File: config.mk
export PLATFORM = sky130hd
export DESIGN_NAME = shift_reg_seq
export DESIGN_NICKNAME = d
export VERILOG_FILES = /design/src/rtl/shift_pkg.sv /design/src/rtl/shift_step.sv /design/src/rtl/shift_reg_seq.sv
export SDC_FILE = /design/constraint.sdc
export NUM_CORES = 1
export LEC_CHECK = 0
export CAP_MARGIN = 20
export CORE_UTILIZATION = 48
export DETAILED_ROUTE_END_ITERATION = 8
export PLACE_DENSITY = 0.79
export SYNTH_ARGS = -nofsm -noshare
export SYNTH_HDL_FRONTEND = slang
export SYNTH_SLANG_ARGS = --single-unit
File: constraint.sdc
create_clock -name Clk -period 3 [get_ports Clk]
set_clock_uncertainty 0.05 [all_clocks]
set_input_delay 0.9 -clock Clk [delete_from_list [all_inputs] [get_ports Clk]]
set_output_delay 0.9 -clock Clk [all_outputs]
set_load 0.05 [all_outputs]
File: src/rtl/shift_pkg.sv
// Shared types and constants for the sequencing shift register.
package shift_pkg;

    typedef enum logic [1:0] {
        LOGIC  = 2'b00,
        ARITH  = 2'b01,
        ROTATE = 2'b10,
        RSVD   = 2'b11
    } shift_mode_t;

    typedef enum logic [1:0] {
        IDLE  = 2'b00,
        SHIFT = 2'b01,
        DONE  = 2'b10
    } seq_state_t;

    localparam logic DIR_RIGHT = 1'b0;
    localparam logic DIR_LEFT  = 1'b1;

endpackage

File: src/rtl/shift_step.sv
// One-position shift of a WIDTH-bit word; shared by the single-step and sequenced paths.
module shift_step
    import shift_pkg::*;
#(
    parameter int unsigned WIDTH = 8
) (
    input  logic [WIDTH-1:0] i_data,
    input  shift_mode_t      i_mode,
    input  logic             i_dir,
    input  logic             i_shift_in,
    output logic [WIDTH-1:0] o_next_c
);

    logic w_fill;

    // Pick the bit entering the vacated end, then splice it in.
    always_comb begin
        w_fill = i_shift_in;
        case (i_mode)
            ARITH:   w_fill = (i_dir == DIR_LEFT) ? 1'b0 : i_data[WIDTH-1];
            ROTATE:  w_fill = (i_dir == DIR_LEFT) ? i_data[WIDTH-1] : i_data[0];
            default: w_fill = i_shift_in;
        endcase

        if (i_dir == DIR_LEFT) begin
            o_next_c = {i_data[WIDTH-2:0], w_fill};
        end else begin
            o_next_c = {w_fill, i_data[WIDTH-1:1]};
        end
    end

endmodule

File: src/rtl/shift_reg_seq.sv
// Parametrised load/shift register with a multi-bit shift sequencer
// (Start/Busy/Done handshake); single-step shifts are available in IDLE.
module shift_reg_seq
    import shift_pkg::*;
#(
    parameter int unsigned WIDTH = 8,
    parameter int unsigned CW    = $clog2(WIDTH + 1)
) (
    input  logic             Clk,
    input  logic             Reset_n,
    input  logic             Load,
    input  logic [WIDTH-1:0] D,
    input  logic             Shift_En,
    input  logic             Start,
    input  logic [CW-1:0]    Count,
    input  shift_mode_t      Mode,
    input  logic             Dir,
    input  logic             Shift_In,
    output logic             Shift_Out,
    output logic             Busy,
    output logic             Done,
    output logic [WIDTH-1:0] Data_Out
);

    localparam logic [CW-1:0] MAX_CNT = CW'(WIDTH);

    seq_state_t       r_state;
    logic [CW-1:0]    r_rem;
    shift_mode_t      r_mode;
    logic             r_dir;
    logic [WIDTH-1:0] r_data;
    logic             r_busy;
    logic             r_done;

    seq_state_t       w_state_nxt;
    logic [CW-1:0]    w_rem_nxt;
    shift_mode_t      w_mode_nxt;
    logic             w_dir_nxt;
    logic [WIDTH-1:0] w_data_nxt;
    logic [CW-1:0]    w_cnt_clamp;
    shift_mode_t      w_step_mode;
    logic             w_step_dir;
    logic [WIDTH-1:0] w_step;

    assign w_cnt_clamp = (Count > MAX_CNT) ? MAX_CNT : Count;

    // Live controls drive single steps in IDLE; latched ones drive the sequence.
    assign w_step_mode = (r_state == IDLE) ? Mode : r_mode;
    assign w_step_dir  = (r_state == IDLE) ? Dir  : r_dir;

    shift_step #(
        .WIDTH (WIDTH)
    ) u_step (
        .i_data     (r_data),
        .i_mode     (w_step_mode),
        .i_dir      (w_step_dir),
        .i_shift_in (Shift_In),
        .o_next_c   (w_step)
    );

    always_ff @(posedge Clk or negedge Reset_n) begin
        if (!Reset_n) begin
            r_state <= IDLE;
            r_rem   <= '0;
            r_mode  <= LOGIC;
            r_dir   <= DIR_RIGHT;
            r_data  <= '0;
            r_busy  <= 1'b0;
            r_done  <= 1'b0;
        end else begin
            r_state <= w_state_nxt;
            r_rem   <= w_rem_nxt;
            r_mode  <= w_mode_nxt;
            r_dir   <= w_dir_nxt;
            r_data  <= w_data_nxt;
            r_busy  <= (w_state_nxt == SHIFT);
            r_done  <= (w_state_nxt == DONE);
        end
    end

    // Next-state and datapath mux; Load beats every other command in every state.
    always_comb begin
        w_state_nxt = r_state;
        w_rem_nxt   = r_rem;
        w_mode_nxt  = r_mode;
        w_dir_nxt   = r_dir;
        w_data_nxt  = r_data;

        case (r_state)
            IDLE: begin
                if (Load) begin
                    w_data_nxt = D;
                end else if (Start) begin
                    if (w_cnt_clamp == '0) begin
                        w_state_nxt = DONE;
                    end else begin
                        w_state_nxt = SHIFT;
                        w_rem_nxt   = w_cnt_clamp;
                        w_mode_nxt  = Mode;
                        w_dir_nxt   = Dir;
                    end
                end else if (Shift_En) begin
                    w_data_nxt = w_step;
                end
            end
            SHIFT: begin
                if (Load) begin
                    w_data_nxt  = D;
                    w_rem_nxt   = '0;
                    w_state_nxt = IDLE;
                end else begin
                    w_data_nxt = w_step;
                    w_rem_nxt  = r_rem - CW'(1);
                    if (r_rem == CW'(1)) begin
                        w_state_nxt = DONE;
                    end
                end
            end
            DONE: begin
                w_state_nxt = IDLE;
                if (Load) begin
                    w_data_nxt = D;
                end
            end
            default: begin
                w_state_nxt = IDLE;
            end
        endcase
    end

    assign Shift_Out = (w_step_dir == DIR_LEFT) ? r_data[WIDTH-1] : r_data[0];
    assign Busy      = r_busy;
    assign Done      = r_done;
    assign Data_Out  = r_data;

endmodule

==> metrics.log, run 1 <==
[metrics] fraction of registers with async set/reset: 100.0%
[metrics] count of state elements after synthesis: 19
[metrics] number of input and output port buffers inserted: 31
[metrics] Pwr per Cell Area: 829.1 nW/µm²
[metrics] Starting Density: 50.41%
[metrics] Area after DPL: 1599 µm²
[metrics] proportion of layout cells with a drive suffix above 1: 16.27%
[metrics] post-route antenna net violation count: 0
[metrics] combinational fraction of design power: 58.5%
[metrics] Max Fanout on Critical Path: 3
[metrics] pin count of the biggest net entering global routing: 20
[metrics] Net Switching: 620.5 µW
[metrics] maximum operating frequency: 343.3 MHz
[metrics] met1 track utilization from global routing: 24.69%
[metrics] number of buffers inserted during clock tree synthesis: 3
[metrics] total wire length after detailed routing: 2.793 mm
[metrics] cell-internal power: 742.7 µW
[metrics] unrepaired setup endpoints after global routing: false
[metrics] final cycle utilization of the critical path: 97.09%
[metrics] launch instance of the worst min-delay path: r_mode[0]
[metrics] buffer cell driving the clock tree root: sky130_fd_sc_hd__clkbuf_4
[metrics] # nets final: 192
[metrics] CTS tree: yes
[metrics] Iteration-0 DRC Markers: 32
[metrics] number of flops mapped to enable cells by yosys: 0
[metrics] width of the die: 52.78 µm
[metrics] critical register-to-register path startpoint: r_state[0]
[metrics] Setup WS post-layout: 87.38 ps
[metrics] DRT Pass-1 Iters: 4
[metrics] worst-case vdd ir drop: 0.5912 mV
[metrics] count of antenna diodes in the layout: 0
[metrics] Leakage Power: 0.0006665 µW
[metrics] die area: 2785 µm²
[metrics] most congested layer reported by global routing: met2
[metrics] via count of the first global-routing pass: 1088
[metrics] actual slew at the worst max-slew pin: 576.0 ps
[metrics] Clock power frac: 9.2%
[metrics] most frequent cells in the layout: 29 x sky130_fd_sc_hd__clkdlybuf4s50_1, 19 x sky130_fd_sc_hd__dfrtp_1, 11 x sky130_fd_sc_hd__mux2_2, 11 x sky130_fd_sc_hd__a21oi_1, 11 x sky130_fd_sc_hd__o21ai_0
[metrics] cell row count: 18
[metrics] startpoint class of the critical path: input port
[metrics] Switching Share: 45.52%
[metrics] post-route worst hold slack: 485.5 ps
[metrics] vias: 1171
[metrics] max_slew headroom: 61.34%
[metrics] Chip Height: 52.78 µm
[metrics] count of mapped cells out of synthesis: 132
[metrics] Setup TNS Final: 0 ps
[metrics] routability cong.: 0.8965
[metrics] endpoint of the worst hold-timing path: r_mode[0]
[metrics] via count normalized by instance count: 5.974
[metrics] first-pass GRT wire length: 4.519 mm
[metrics] worst-case register-to-register setup slack: 750 ps
[metrics] Register-to-Register Path Depth: 7
[metrics] Syn. warnings: 0
[metrics] pins over their slew limit: 0
[metrics] cell area after synthesis: 1237 µm²
[metrics] pre-CTS setup slack: -181.0 ps
[metrics] met3 track demand over resource: 3.768%
[metrics] net count of the mapped netlist: 157
[metrics] final-report setup violation count: 0
[metrics] Boundary Pins: 32
[metrics] Pwr Total: 1363 µW
[metrics] most common cell after layout, fill and taps aside: sky130_fd_sc_hd__clkdlybuf4s50_1
[metrics] GRT Resource Usage Total: 22.45%
[metrics] antenna violations before repair: 0
[metrics] DP HPWL: 2.150 mm
[metrics] post-synthesis average cell area: 9.375 µm²
[metrics] Clock Pin Slew Worst Setup and Hold Paths: 100 ps
[metrics] clk_lat worst skew: 290 ps
[metrics] area growth from synthesis to layout: 32.86%
[metrics] drc violations: 0
[metrics] endpoint of the most critical register-to-register path: Data_Out[0]
[metrics] count of endpoints failing hold in the final timing report: 0
[metrics] Floorplan Core Area: 2455 µm²
[metrics] Filler cells: 216
[metrics] H-tree Lvls: 1
[metrics] number of distinct library cells after synthesis: 38
[metrics] post-route minimum period: 2913 ps
[metrics] result of the run: completed
[metrics] top flip-flop cell by instance count after synthesis: sky130_fd_sc_hd__dfrtp_1
[metrics] final instance area: 1644 µm²
[metrics] type of the setup path with the least slack: input port to primary output
[metrics] proportion of synthesized chip area in sequential cells: 38.42%
[metrics] average wire length per cell after detail routing: 14.25 µm
[metrics] leftover overflow at the end of global routing: 0
[metrics] MaxCap Viol Count: 0
[metrics] Max Buffers Root-to-Sink: 2
[metrics] kind of end point of the critical path: primary output
[metrics] Clock Sinks: 19
[metrics] hold crit path type: register to register
[metrics] part of the power in registers: 32.3%
[metrics] Required @ worst endpoint: 2050 ps
[metrics] cell depth of the worst hold path: 1
[metrics] crit path DAT: 1960 ps
[metrics] met2 layer usage reported by global route: 41.35%
per-stage QoR:
stage                     utilization [%]  cells
after floorplan                         -    132
after global placement              65.14    191
after detailed placement            65.14    191
after CTS                           66.97    196
after global routing                66.97    196
final                               66.97    196
worst max path at each step:
stage | endpoint | start
finish | Shift_Out | Dir
global route | Shift_Out | Dir
CTS | Shift_Out | Dir
detailed placement | Shift_Out | Dir
global placement | Shift_Out | Dir
floorplan | Shift_Out | Dir
worst max-delay path, stage by stage:
cell and delay (ps):
sky130_fd_sc_hd__dlygate4sd2_1 260, sky130_fd_sc_hd__nor3b_4 160, sky130_fd_sc_hd__nor2_2 160, sky130_fd_sc_hd__mux2_4 330, sky130_fd_sc_hd__buf_12 150
registers in the layout (all words and copies together) (netlist names):
signal    cells
Busy          1
Data_Out      8
Done          1
r_dir         1
r_mode        2
r_rem         4
r_state       2
layout make-up:
cell class	count	area (µm²)	share of cell area [%]
Clock buffer	4	26.28	1.598
Inverter	6	22.52	1.370
Multi-Input combinational cell	100	718.2	43.68
Sequential cell	19	475.5	28.92
Tap cell	30	37.54	2.283
Timing Repair Buffer	37	364.1	22.15
power groups by stage:
stage / Clock (µW) / Combinational [µW] / Sequential (µW)
4_1_cts: 131 / 797 / 439
3_3_place_gp: 0 / 763 / 438
3_5_place_dp: 0 / 782 / 442
5_1_grt: 142 / 853 / 455
2_1_floorplan: 0 / 350 / 609
6_report: 125 / 797 / 441
routing by layer:
| metal | vias to the layer above | share of wire (%) | wire, µm |
|---|---|---|---|
| met5 | - | 0 | 0 |
| met4 | 0 | 1.1 | 32 |
| met3 | 6 | 5.3 | 148 |
| met2 | 45 | 52 | 1454 |
| met1 | 558 | 41 | 1158 |
| li1 | 562 | - | - |
timing repair:
item                       in CTS  in global routing
resized for setup               4                  0
buffers inserted                1                  0
setup endpoints to repair       1                  0
hold buffers                    0                  0
cells in the mapped netlist (2+ instances only):
cell type                  instances  area share (%)
sky130_fd_sc_hd__dfrtp_1          19              38
sky130_fd_sc_hd__mux2_2           12              11
sky130_fd_sc_hd__nor2_1            9             2.7
sky130_fd_sc_hd__a211oi_1          3             1.8
sky130_fd_sc_hd__a31oi_1           6             3.0
sky130_fd_sc_hd__or3b_1            2             1.4
sky130_fd_sc_hd__nand2_1           3            0.91
sky130_fd_sc_hd__inv_1             5             1.5
sky130_fd_sc_hd__nand3_1           7             2.8
sky130_fd_sc_hd__o22ai_1           2             1.0
sky130_fd_sc_hd__o21ai_0          11             4.4
sky130_fd_sc_hd__nor3_1            3             1.2
sky130_fd_sc_hd__nand2b_1          2             1.0
sky130_fd_sc_hd__ha_1              4             4.0
sky130_fd_sc_hd__buf_2             6             2.4
sky130_fd_sc_hd__a21oi_1          11             4.4
sky130_fd_sc_hd__a211o_1           2             1.4
sky130_fd_sc_hd__nor2b_1           2             1.0
sky130_fd_sc_hd__nor3b_1           4             2.4
logic make-up (layout without fill, tap and decap cells):
logic type | after synthesis | in the layout | synth area share, %
DFF | 19 | 19 | 38.42
adders and majority gates | 4 | 4 | 4.045
muxes | 12 | 12 | 10.92
and+or+nand+nor | 38 | 38 | 17.59
AOI/OAI and AO/OA | 45 | 45 | 23.76
buffers and inverters | 13 | 47 | 4.550
xor gates and xnor gates | 1 | 1 | 0.7079
No activity file was read; power rests on OpenSTA's default activity.
==> inputs of run 2 (changes only) <==
CELL_PAD_IN_SITES_DETAIL_PLACEMENT = 1   (was default)
CELL_PAD_IN_SITES_GLOBAL_PLACEMENT = 1   (was default)
CORE_UTILIZATION = 36   (was 48)
PLACE_DENSITY = default   (was 0.79)
PLACE_DENSITY_LB_ADDON = 0.1   (was default)
==> run 2 against run 1 <==
Power rose by 2.7%; final cell count rose by 9.2%; clock-buffer cell count did not move; sequential cell count did not move; critical endpoint unchanged; highest routed layer unchanged.
==> metrics.log, run 2 (synthesized netlist as in run 1, its figures left out) <==
[metrics] Register-to-Register Path Depth: 7
[metrics] post-route minimum period: 2905 ps
[metrics] Max Buffers Root-to-Sink: 2
[metrics] maximum operating frequency: 344.2 MHz
[metrics] Leakage Power: 0.0006863 µW
[metrics] leftover overflow at the end of global routing: 0
[metrics] number of input and output port buffers inserted: 31
[metrics] final cycle utilization of the critical path: 96.84%
[metrics] Setup TNS Final: 0 ps
[metrics] Floorplan Core Area: 3153 µm²
[metrics] area taken by flip-flops and latches: 475.5 µm²
[metrics] DP HPWL: 2.706 mm
[metrics] Required @ worst endpoint: 2050 ps
[metrics] actual slew at the worst max-slew pin: 636.9 ps
[metrics] via count normalized by instance count: 5.678
[metrics] antenna violations before repair: 0
[metrics] count of antenna diodes in the layout: 0
[metrics] area used by multi-input combinational logic: 718.2 µm²
[metrics] width of the die: 60.63 µm
[metrics] max_slew headroom: 57.26%
[metrics] Iteration-0 DRC Markers: 33
[metrics] uppermost routed layer: met4
[metrics] proportion of layout cells with a drive suffix above 1: 18.24%
[metrics] Clock Sinks: 19
[metrics] crit path DAT: 1960 ps
[metrics] kind of end point of the critical path: primary output
[metrics] cell row count: 20
[metrics] Met1 Routed Length: 1.673 mm
[metrics] Chip Height: 60.63 µm
[metrics] # nets final: 196
[metrics] GRT Resource Usage Total: 21.60%
[metrics] MaxCap Viol Count: 0
[metrics] average wire length per cell after detail routing: 16.67 µm
[metrics] CTS hold repair buffers: 0
[metrics] pre-CTS setup slack: -187.6 ps
[metrics] Setup WS post-layout: 94.83 ps
[metrics] Pwr Total: 1400 µW
[metrics] Boundary Pins: 32
[metrics] number of buffers inserted during clock tree synthesis: 3
[metrics] cell depth of the worst hold path: 1
[metrics] total wire length after detailed routing: 3.567 mm
[metrics] CTS tree: yes
[metrics] Starting Density: 39.25%
[metrics] count of endpoints failing hold in the final timing report: 0
[metrics] Filler cells: 380
[metrics] type of the setup path with the least slack: input port to primary output
[metrics] met2 routed wirelength: 1.722 mm
[metrics] max FFs per register: 8
[metrics] post-route antenna net violation count: 0
[metrics] pin count of the biggest net entering global routing: 20
[metrics] Pwr per Cell Area: 827.4 nW/µm²
[metrics] pins over their slew limit: 0
[metrics] area growth from synthesis to layout: 36.70%
[metrics] hold crit path type: register to register
[metrics] drc violations: 0
[metrics] via count of the first global-routing pass: 1275
[metrics] met3 routed wirelength: 125 µm
[metrics] final-report setup violation count: 0
[metrics] buffer cell driving the clock tree root: sky130_fd_sc_hd__clkbuf_4
[metrics] clk_lat worst skew: 310 ps
[metrics] utilization after layout: 53.65%
[metrics] H-tree Lvls: 1
[metrics] die area: 3676 µm²
[metrics] post-route worst hold slack: 470.0 ps
[metrics] vias: 1215
[metrics] DRT Pass-1 Iters: 4
[metrics] Max Fanout on Critical Path: 2
[metrics] first-pass GRT wire length: 5.858 mm
[metrics] Clock Pin Slew Worst Setup and Hold Paths: 110 ps
[metrics] result of the run: completed
[metrics] most common cell after layout, fill and taps aside: sky130_fd_sc_hd__clkdlybuf4s50_1
[metrics] startpoint class of the critical path: input port
[metrics] unrepaired setup endpoints after global routing: false
[metrics] most frequent cells in the layout: 29 x sky130_fd_sc_hd__clkdlybuf4s50_1, 19 x sky130_fd_sc_hd__dfrtp_1, 11 x sky130_fd_sc_hd__mux2_2, 11 x sky130_fd_sc_hd__a21oi_1, 11 x sky130_fd_sc_hd__o21ai_0
[metrics] routability cong.: 0.8207
[metrics] worst-case vdd ir drop: 0.4416 mV
## run 2: changes by cell type in the layout (fill, tap and decap cells not counted)
cell / before / now
sky130_fd_sc_hd__buf_4: 6 / 10
## run 2: final timing paths
| kind | startpoint | end | slack (ps) |
|---|---|---|---|
| worst max-delay path | Dir | Shift_Out | 90 |
| worst min-delay path | r_mode[1] | r_mode[1] | 470 |
| worst max register to register | r_state[0] | Data_Out[7] | 700 |
| worst min register to register | r_mode[1] | r_mode[1] | 470 |
| max in group asynchronous | Reset_n | r_state[0] | 1810 |
| min in group asynchronous | Reset_n | Data_Out[7] | 880 |
## run 2: worst max-delay path: stages
cell                            delay, ps
sky130_fd_sc_hd__dlygate4sd2_1        260
sky130_fd_sc_hd__nor3b_4              160
sky130_fd_sc_hd__nor2_2               150
sky130_fd_sc_hd__mux2_4               330
sky130_fd_sc_hd__buf_12               150
## run 2: cell type report
cell class                      instances  area share, %
Timing Repair Buffer                   41          23.30
Inverter                                6          1.331
Tap cell                               44          3.254
Multi-Input combinational cell        100          42.46
Clock buffer                            4          1.553
Sequential cell                        19          28.11
## run 2: per-stage QoR
stage,instance area (µm²),std cells
after detailed placement,1647,209
after floorplan,1237,132
after global routing,1692,214
final,1692,214
after global placement,1647,209
after CTS,1692,214
## run 2: metal layers
metal,vias to the layer above,GRT usage (%)
met5,-,0
met4,0,7.792
met1,598,29.06
li1,571,-
met3,7,2.985
met2,39,35.48
## run 2: power by group
part	internal, µW	switching [µW]	leakage [µW]	total [µW]
sequential	349	101	0.000231	449
combinational	347	466	0.000440	813
clock	51.9	85.2	0.0000150	137
## run 2: timing repair
action                     in CTS  in global routing
setup buffers                   1                  0
setup endpoints to repair       1                  0
gates resized for setup         4                  0
